`config.mk`:
```
export PLATFORM = sky130hd
export DESIGN_NAME = cmp_bit_serializer_flat
export DESIGN_NICKNAME = d
export VERILOG_FILES = /design/src/rtl/cmp_bit_serializer_if.sv /design/src/rtl/cmp_bit_serializer.sv /design/src/flat_wrapper.sv
export SDC_FILE = /design/constraint.sdc
export NUM_CORES = 1
export LEC_CHECK = 0
export CAP_MARGIN = 10
export CORE_ASPECT_RATIO = 1.25
export CORE_MARGIN = 8
export CORE_UTILIZATION = 48
export CTS_BUF_LIST = sky130_fd_sc_hd__clkbuf_2 sky130_fd_sc_hd__clkbuf_4 sky130_fd_sc_hd__clkbuf_8
export CTS_CLUSTER_SIZE = 20
export DETAILED_ROUTE_END_ITERATION = 7
export PLACE_DENSITY = 0.83
export SYNTH_ARGS = -nofsm -noshare
export SYNTH_HDL_FRONTEND = slang
export SYNTH_SLANG_ARGS = --single-unit
```
`constraint.sdc`:
```
create_clock -name clk -period 1.8 [get_ports clk]
set_clock_uncertainty 0.1 [all_clocks]
set_input_delay 0.27 -clock clk [delete_from_list [all_inputs] [get_ports clk]]
set_output_delay 0.27 -clock clk [all_outputs]
set_load 0.02 [all_outputs]
```
`src/rtl/cmp_bit_serializer_if.sv`:
```
// Word-pair handshake and bit-serial output bundle for cmp_bit_serializer.
// Carries exp_eq/exp_valid when CMP_SELFCHECK_EN is defined.
interface cmp_bit_serializer_if #(
    parameter int WIDTH = 8
);
    logic             in_valid;
    logic             in_ready;
    logic [WIDTH-1:0] in_a;
    logic [WIDTH-1:0] in_b;
    logic             x;
    logic             y;
    logic             bit_valid;
    logic             bit_first;
    logic             bit_last;
    logic             busy;
`ifdef CMP_SELFCHECK_EN
    logic             exp_eq;
    logic             exp_valid;

    modport master (
        output in_valid, in_a, in_b,
        input  in_ready, x, y, bit_valid, bit_first, bit_last, busy,
        input  exp_eq, exp_valid
    );

    modport slave (
        input  in_valid, in_a, in_b,
        output in_ready, x, y, bit_valid, bit_first, bit_last, busy,
        output exp_eq, exp_valid
    );
`else
    modport master (
        output in_valid, in_a, in_b,
        input  in_ready, x, y, bit_valid, bit_first, bit_last, busy
    );

    modport slave (
        input  in_valid, in_a, in_b,
        output in_ready, x, y, bit_valid, bit_first, bit_last, busy
    );
`endif
endinterface

```
`src/rtl/cmp_bit_serializer.sv`:
```
// MSB-first serializer of an (A,B) word pair into x/y bit pairs with framing.
// Optional reference-equality outputs are enabled by CMP_SELFCHECK_EN.
module cmp_bit_serializer #(
    parameter int WIDTH      = 8,
    parameter int GAP_CYCLES = 1
) (
    input  logic                  clk,
    input  logic                  rst,
    cmp_bit_serializer_if.slave   bus
);

    typedef enum logic [1:0] {
        S_IDLE,
        S_SHIFT,
        S_GAP
    } state_t;

    localparam int              CW       = (WIDTH > 1) ? $clog2(WIDTH) : 1;
    localparam logic [CW-1:0]   LAST     = CW'(WIDTH - 1);
    localparam logic [3:0]      GAP_LAST = 4'((GAP_CYCLES > 0) ? GAP_CYCLES - 1 : 0);

    state_t           r_state;
    logic [WIDTH-1:0] r_sa;
    logic [WIDTH-1:0] r_sb;
    logic [CW-1:0]    r_cnt;
    logic [3:0]       r_gap;
    logic             r_x;
    logic             r_y;
    logic             r_bv;
    logic             r_first;
    logic             r_last;
    logic             r_busy;

    state_t           w_state;
    logic [WIDTH-1:0] w_sa;
    logic [WIDTH-1:0] w_sb;
    logic [CW-1:0]    w_cnt;
    logic [3:0]       w_gap;
    logic             w_bv;
    logic             w_x;
    logic             w_y;
    logic             w_first;
    logic             w_last;
    logic             w_busy;

`ifdef CMP_SELFCHECK_EN
    logic             r_eq;
    logic             r_exp_eq;
    logic             r_exp_valid;
    logic             w_eq;
`endif

    assign bus.in_ready = (r_state == S_IDLE) & ~rst;

    always_comb begin
        w_state = r_state;
        w_sa    = r_sa;
        w_sb    = r_sb;
        w_cnt   = r_cnt;
        w_gap   = r_gap;
`ifdef CMP_SELFCHECK_EN
        w_eq    = r_eq;
`endif
        unique case (r_state)
            S_IDLE: begin
                if (bus.in_valid) begin
                    w_state = S_SHIFT;
                    w_sa    = bus.in_a;
                    w_sb    = bus.in_b;
                    w_cnt   = '0;
`ifdef CMP_SELFCHECK_EN
                    w_eq    = &(~(bus.in_a ^ bus.in_b));
`endif
                end
            end
            S_SHIFT: begin
                w_sa = r_sa << 1;
                w_sb = r_sb << 1;
                if (r_cnt == LAST) begin
                    // Counter parks at 0 so it never runs past WIDTH-1
                    w_cnt   = '0;
                    w_gap   = '0;
                    w_state = (GAP_CYCLES == 0) ? S_IDLE : S_GAP;
                end else begin
                    w_cnt = r_cnt + 1'b1;
                end
            end
            S_GAP: begin
                if (r_gap == GAP_LAST) begin
                    w_state = S_IDLE;
                end else begin
                    w_gap = r_gap + 1'b1;
                end
            end
            default: begin
                w_state = S_IDLE;
            end
        endcase

        // Outputs are registered, so derive them from the next-state values
        w_bv    = (w_state == S_SHIFT);
        w_x     = w_bv & w_sa[WIDTH-1];
        w_y     = w_bv & w_sb[WIDTH-1];
        w_first = w_bv & (w_cnt == '0);
        w_last  = w_bv & (w_cnt == LAST);
        w_busy  = (w_state != S_IDLE);
    end

    always_ff @(posedge clk) begin
        if (rst) begin
            r_state <= S_IDLE;
            r_sa    <= '0;
            r_sb    <= '0;
            r_cnt   <= '0;
            r_gap   <= '0;
            r_x     <= 1'b0;
            r_y     <= 1'b0;
            r_bv    <= 1'b0;
            r_first <= 1'b0;
            r_last  <= 1'b0;
            r_busy  <= 1'b0;
        end else begin
            r_state <= w_state;
            r_sa    <= w_sa;
            r_sb    <= w_sb;
            r_cnt   <= w_cnt;
            r_gap   <= w_gap;
            r_x     <= w_x;
            r_y     <= w_y;
            r_bv    <= w_bv;
            r_first <= w_first;
            r_last  <= w_last;
            r_busy  <= w_busy;
        end
    end

    assign bus.x         = r_x;
    assign bus.y         = r_y;
    assign bus.bit_valid = r_bv;
    assign bus.bit_first = r_first;
    assign bus.bit_last  = r_last;
    assign bus.busy      = r_busy;

`ifdef CMP_SELFCHECK_EN
    always_ff @(posedge clk) begin
        if (rst) begin
            r_eq        <= 1'b0;
            r_exp_eq    <= 1'b0;
            r_exp_valid <= 1'b0;
        end else begin
            r_eq        <= w_eq;
            r_exp_eq    <= w_last & w_eq;
            r_exp_valid <= w_last;
        end
    end

    assign bus.exp_eq    = r_exp_eq;
    assign bus.exp_valid = r_exp_valid;
`endif

endmodule

```
`src/flat_wrapper.sv`:
```
// flat-port wrapper written by rule: the top's interface ports become plain ports
module cmp_bit_serializer_flat 
#(
    parameter int WIDTH      = 8,
    parameter int GAP_CYCLES = 1
)
  (clk, rst, bus_in_valid, bus_in_a, bus_in_b, bus_in_ready, bus_x, bus_y, bus_bit_valid, bus_bit_first, bus_bit_last, bus_busy);
  cmp_bit_serializer_if #(.WIDTH(WIDTH)) bus_i ();
  input  logic clk;
  input  logic rst;
  input wire logic [$bits(bus_i.in_valid)-1:0] bus_in_valid;
  input wire logic [$bits(bus_i.in_a)-1:0] bus_in_a;
  input wire logic [$bits(bus_i.in_b)-1:0] bus_in_b;
  output wire logic [$bits(bus_i.in_ready)-1:0] bus_in_ready;
  output wire logic [$bits(bus_i.x)-1:0] bus_x;
  output wire logic [$bits(bus_i.y)-1:0] bus_y;
  output wire logic [$bits(bus_i.bit_valid)-1:0] bus_bit_valid;
  output wire logic [$bits(bus_i.bit_first)-1:0] bus_bit_first;
  output wire logic [$bits(bus_i.bit_last)-1:0] bus_bit_last;
  output wire logic [$bits(bus_i.busy)-1:0] bus_busy;
  assign bus_i.in_valid = bus_in_valid;
  assign bus_i.in_a = bus_in_a;
  assign bus_i.in_b = bus_in_b;
  assign bus_in_ready = bus_i.in_ready;
  assign bus_x = bus_i.x;
  assign bus_y = bus_i.y;
  assign bus_bit_valid = bus_i.bit_valid;
  assign bus_bit_first = bus_i.bit_first;
  assign bus_bit_last = bus_i.bit_last;
  assign bus_busy = bus_i.busy;
  cmp_bit_serializer #(.WIDTH(WIDTH), .GAP_CYCLES(GAP_CYCLES)) u_core (.clk(clk), .rst(rst), .bus(bus_i));
endmodule
```
==> impl_metrics.json <==
{
  "status": "finished with violations",
  "violations": "setup timing",
  "final_cell_area_sq_mm": 0.00194,
  "p_switching_mw": 0.433,
  "dieArea_sq_mm": 0.00484,
  "critPathLaunch": "u_core.r_gap[0]$_SDFFE_PP0P_",
  "grt_pass1_vias": 1328,
  "powerDensity_mw_per_mm2": 811,
  "drv_cap": 0,
  "cp_data_required_time_ns": 1.95,
  "finalWirelength_mm": 3.56,
  "nFillCells": 201,
  "crit_slowest_cell": "or3b_4",
  "synthTopCellsByArea": "dfxtp_1 45%, a222oi_1 8.8%, ha_1 7.3%, nor2_1 6.8%, a21oi_1 2.9%",
  "io_pins": 26,
  "slowest_delay_ns": 0.41,
  "tritoncts": "yes",
  "switching_share_pct": 27.5,
  "synth_top_cell_area_share_pct": 45.2,
  "n_antenna_cell": 0,
  "insertion_delay_ns": 0.34,
  "grt_max_degree": 25,
  "num_rows": 21,
  "postLayoutSetupSlackWorst_ns": -0.0474,
  "grt.total_usage_pct": 15.2,
  "first_iter_violations": 89,
  "r2r-start": "u_core.r_gap[0]$_SDFFE_PP0P_",
  "max_freq_ghz": 0.541,
  "ys_seq_area_share_pct": 45.2,
  "place_area_sq_mm": 0.00178,
  "pwr-share-clk_pct": 29.8,
  "drt_pass1_iterations": 6,
  "async_reset_ff_share_pct": 0,
  "via_count": 1281,
  "finalHoldWorstSlack_ns": 0.397,
  "final_max_slew_viol_count": 0,
  "syn2layout_area_growth_pct": 41.7,
  "stdcell_count": 220,
  "ys_ff_latch": 31,
  "seq_power_share_pct": 47.9,
  "start_util_pct": 50.7,
  "core_sq_mm": 0.00271,
  "min_period_over_period_pct": 103,
  "path_class": "reg2reg",
  "drc": 0,
  "cts.sinks": 31,
  "clock_path_buffers": 2,
  "hold_depth": 2,
  "internal_power_mw": 1.14,
  "antenna_found_initial": 0,
  "nets": 212,
  "end_kind": "register",
  "cts_made_buffers": 5,
  "layout-drive-gt1-share_pct": 32.8,
  "grt_pass1_wl_mm": 5.77,
  "cp_cell_sequence": "inv_2 -> ha_4 -> or3b_4 -> a211oi_4 -> o311ai_4 -> a2111oi_4",
  "synth_nets": 163,
  "synthCells": 136,
  "fp.dieH_microns": 75.8,
  "drtAntennaViolNets": 0,
  "clk_pin_slew_worst_paths_ns": 0.11,
  "avgSynthCellArea_sq_um": 10.1,
  "worst-r2r-cell-count": 6,
  "dp_cells": 208,
  "cts-htree-levels": 2,
  "synth_top_cell_by_area": "dfxtp_1",
  "cts-root-buf": "clkbuf_4",
  "worstMarginPinSlew_ns": 0.461,
  "path_depth": 6,
  "ys_types": 36,
  "synth_ff_type": "dfxtp_1",
  "setup_viol_count_final": 4,
  "routed_via_density": 5.82,
  "layout_min_cycle_time_ns": 1.85,
  "hold_start": "u_core.r_gap[3]$_SDFFE_PP0P_",
  "path_delay_family": "compound AO/OA/AOI/OAI gates",
  "p_leak_nw": 0.775,
  "worst_setup_path_start_kind": "register",
  "synth_warnings": 0,
  "path_max_fanout": 3,
  "synth-edff-count": 0,
  "grt_overflow": 0,
  "io_buffers": 25,
  "path_buf_inv": 1,
  "dp_hpwl_mm": 2.53,
  "min_path_type": "reg2reg",
  "die_width_microns": 63.8,
  "setup-tns-final_ns": -0.0793,
  "slew_headroom_pct": 69.1,
  "synthesis.area_sq_mm": 0.00137,
  "vdd_ir_drop_max_uv": 634,
  "cp.arrival_ns": 2.00,
  "finalHoldViolCount": 0,
  "pwr-share-comb_pct": 22.3,
  "rsz0062_at_grt": "true",
  "gp_congestion": 0.841,
  "post_drt_wl_per_cell_microns": 16.2
}
## layout make-up
cell class | instances | area, sq um | area share (%)
tap | 34 | 42.5 | 2.19
inverter | 6 | 22.5 | 1.16
clock inverter | 1 | 7.51 | 0.386
timing repair buffer | 50 | 437 | 22.5
sequential | 31 | 628 | 32.3
clock buffer | 7 | 65.1 | 3.35
multi-input combinational | 91 | 742 | 38.2
## repair_timing
item,in CTS,in global routing
pin swaps,6,3
setup buffers,3,1
setup endpoints to repair,20,21
gates resized for setup,8,13
hold buffers,0,0
## path summary, 6_finish.rpt
| kind | to | slack, ns |
|---|---|---|
| worst max-delay path | u_core.bus.bit_first$_SDFF_PP0_ | -0.05 |
| worst min-delay path | u_core.r_gap[3]$_SDFFE_PP0P_ | 0.40 |
| worst max register to register | u_core.bus.bit_first$_SDFF_PP0_ | -0.05 |
| worst min register to register | u_core.r_gap[3]$_SDFFE_PP0P_ | 0.40 |
## power by group through the flow
stage | Sequential, mW | Combinational, mW | Clock, mW
finish | 0.755 | 0.352 | 0.470
global route | 0.758 | 0.377 | 0.522
CTS | 0.753 | 0.330 | 0.486
detailed placement | 0.768 | 0.327 | 0
global placement | 0.765 | 0.316 | 0
floorplan | 0.777 | 0.179 | 0
## placed cells by master, fill, tap and decap left out, types with 2 or more instances in the layout
cell type | synthesis | routed
a222oi_1 | 12 | 12
clkbuf_4 | 0 | 5
nand2_1 | 4 | 4
buf_4 | 0 | 24
nor2_1 | 25 | 25
mux2_2 | 2 | 2
clkbuf_8 | 2 | 2
a21oi_1 | 8 | 8
ha_2 | 0 | 2
dfxtp_1 | 31 | 25
clkdlybuf4s50_1 | 0 | 24
a22oi_2 | 0 | 2
ha_4 | 0 | 2
inv_1 | 6 | 4
o21ai_0 | 2 | 2
a22oi_1 | 5 | 3
a22o_1 | 2 | 2
ha_1 | 8 | 4
inv_2 | 0 | 2
dfxtp_2 | 0 | 6
## routing by layer
layer | global-route usage, % | share of wire (%) | up-vias
met1 | 13.6 | 38 | 617
li1 | - | - | 597
met4 | 9.18 | 3.4 | 0
met2 | 28.9 | 53 | 51
met5 | 0 | 0 | -
met3 | 5.29 | 5.4 | 16
## metrics by stage
stage	util, %	power [mW]	worst slack (ns)
final	71.8	1.58	-0.0474
after global routing	71.8	1.66	-0.0828
after CTS	70.1	1.57	-0.0455
after detailed placement	65.9	1.09	-0.288
after global placement	65.9	1.08	-0.249
after floorplan	-	0.956	0.00589
## sequential cells by signal (all words and copies together), names as in the netlist, 2 cells and up
register        cells
u_core.r_state      2
u_core.r_sb         8
u_core.r_sa         8
u_core.r_cnt        3
u_core.r_gap        4
## logic make-up (layout without fill, tap and decap cells)
group,count (synthesis),count (layout),synth area share (%)
AND/OR/NAND/NOR,46,46,17.2
AO/OA/AOI/OAI,34,34,21.7
flip-flops,31,31,45.2
buffers and inverters,14,64,5.92
adder cells (fa/ha/maj),8,8,7.29
multiplexers,3,3,2.64
## worst register-to-register path: stages, from the launching register on
cell and delay [ns]:
dfxtp_2 0.34, inv_2 0.07, ha_4 0.11, or3b_4 0.41, a211oi_4 0.29, o311ai_4 0.15, a2111oi_4 0.29
## cell usage after synthesis, types with 2 or more instances
cell type / count
inv_1: 6
ha_1: 8
nor2b_1: 2
dfxtp_1: 31
a222oi_1: 12
a22o_1: 2
nor2_1: 25
mux2_2: 2
clkbuf_8: 2
a21oi_1: 8
and2_1: 2
nand2_1: 4
a22oi_1: 5
clkbuf_1: 4
o21ai_0: 2
Note: power is estimated with default switching activity, not from simulation.
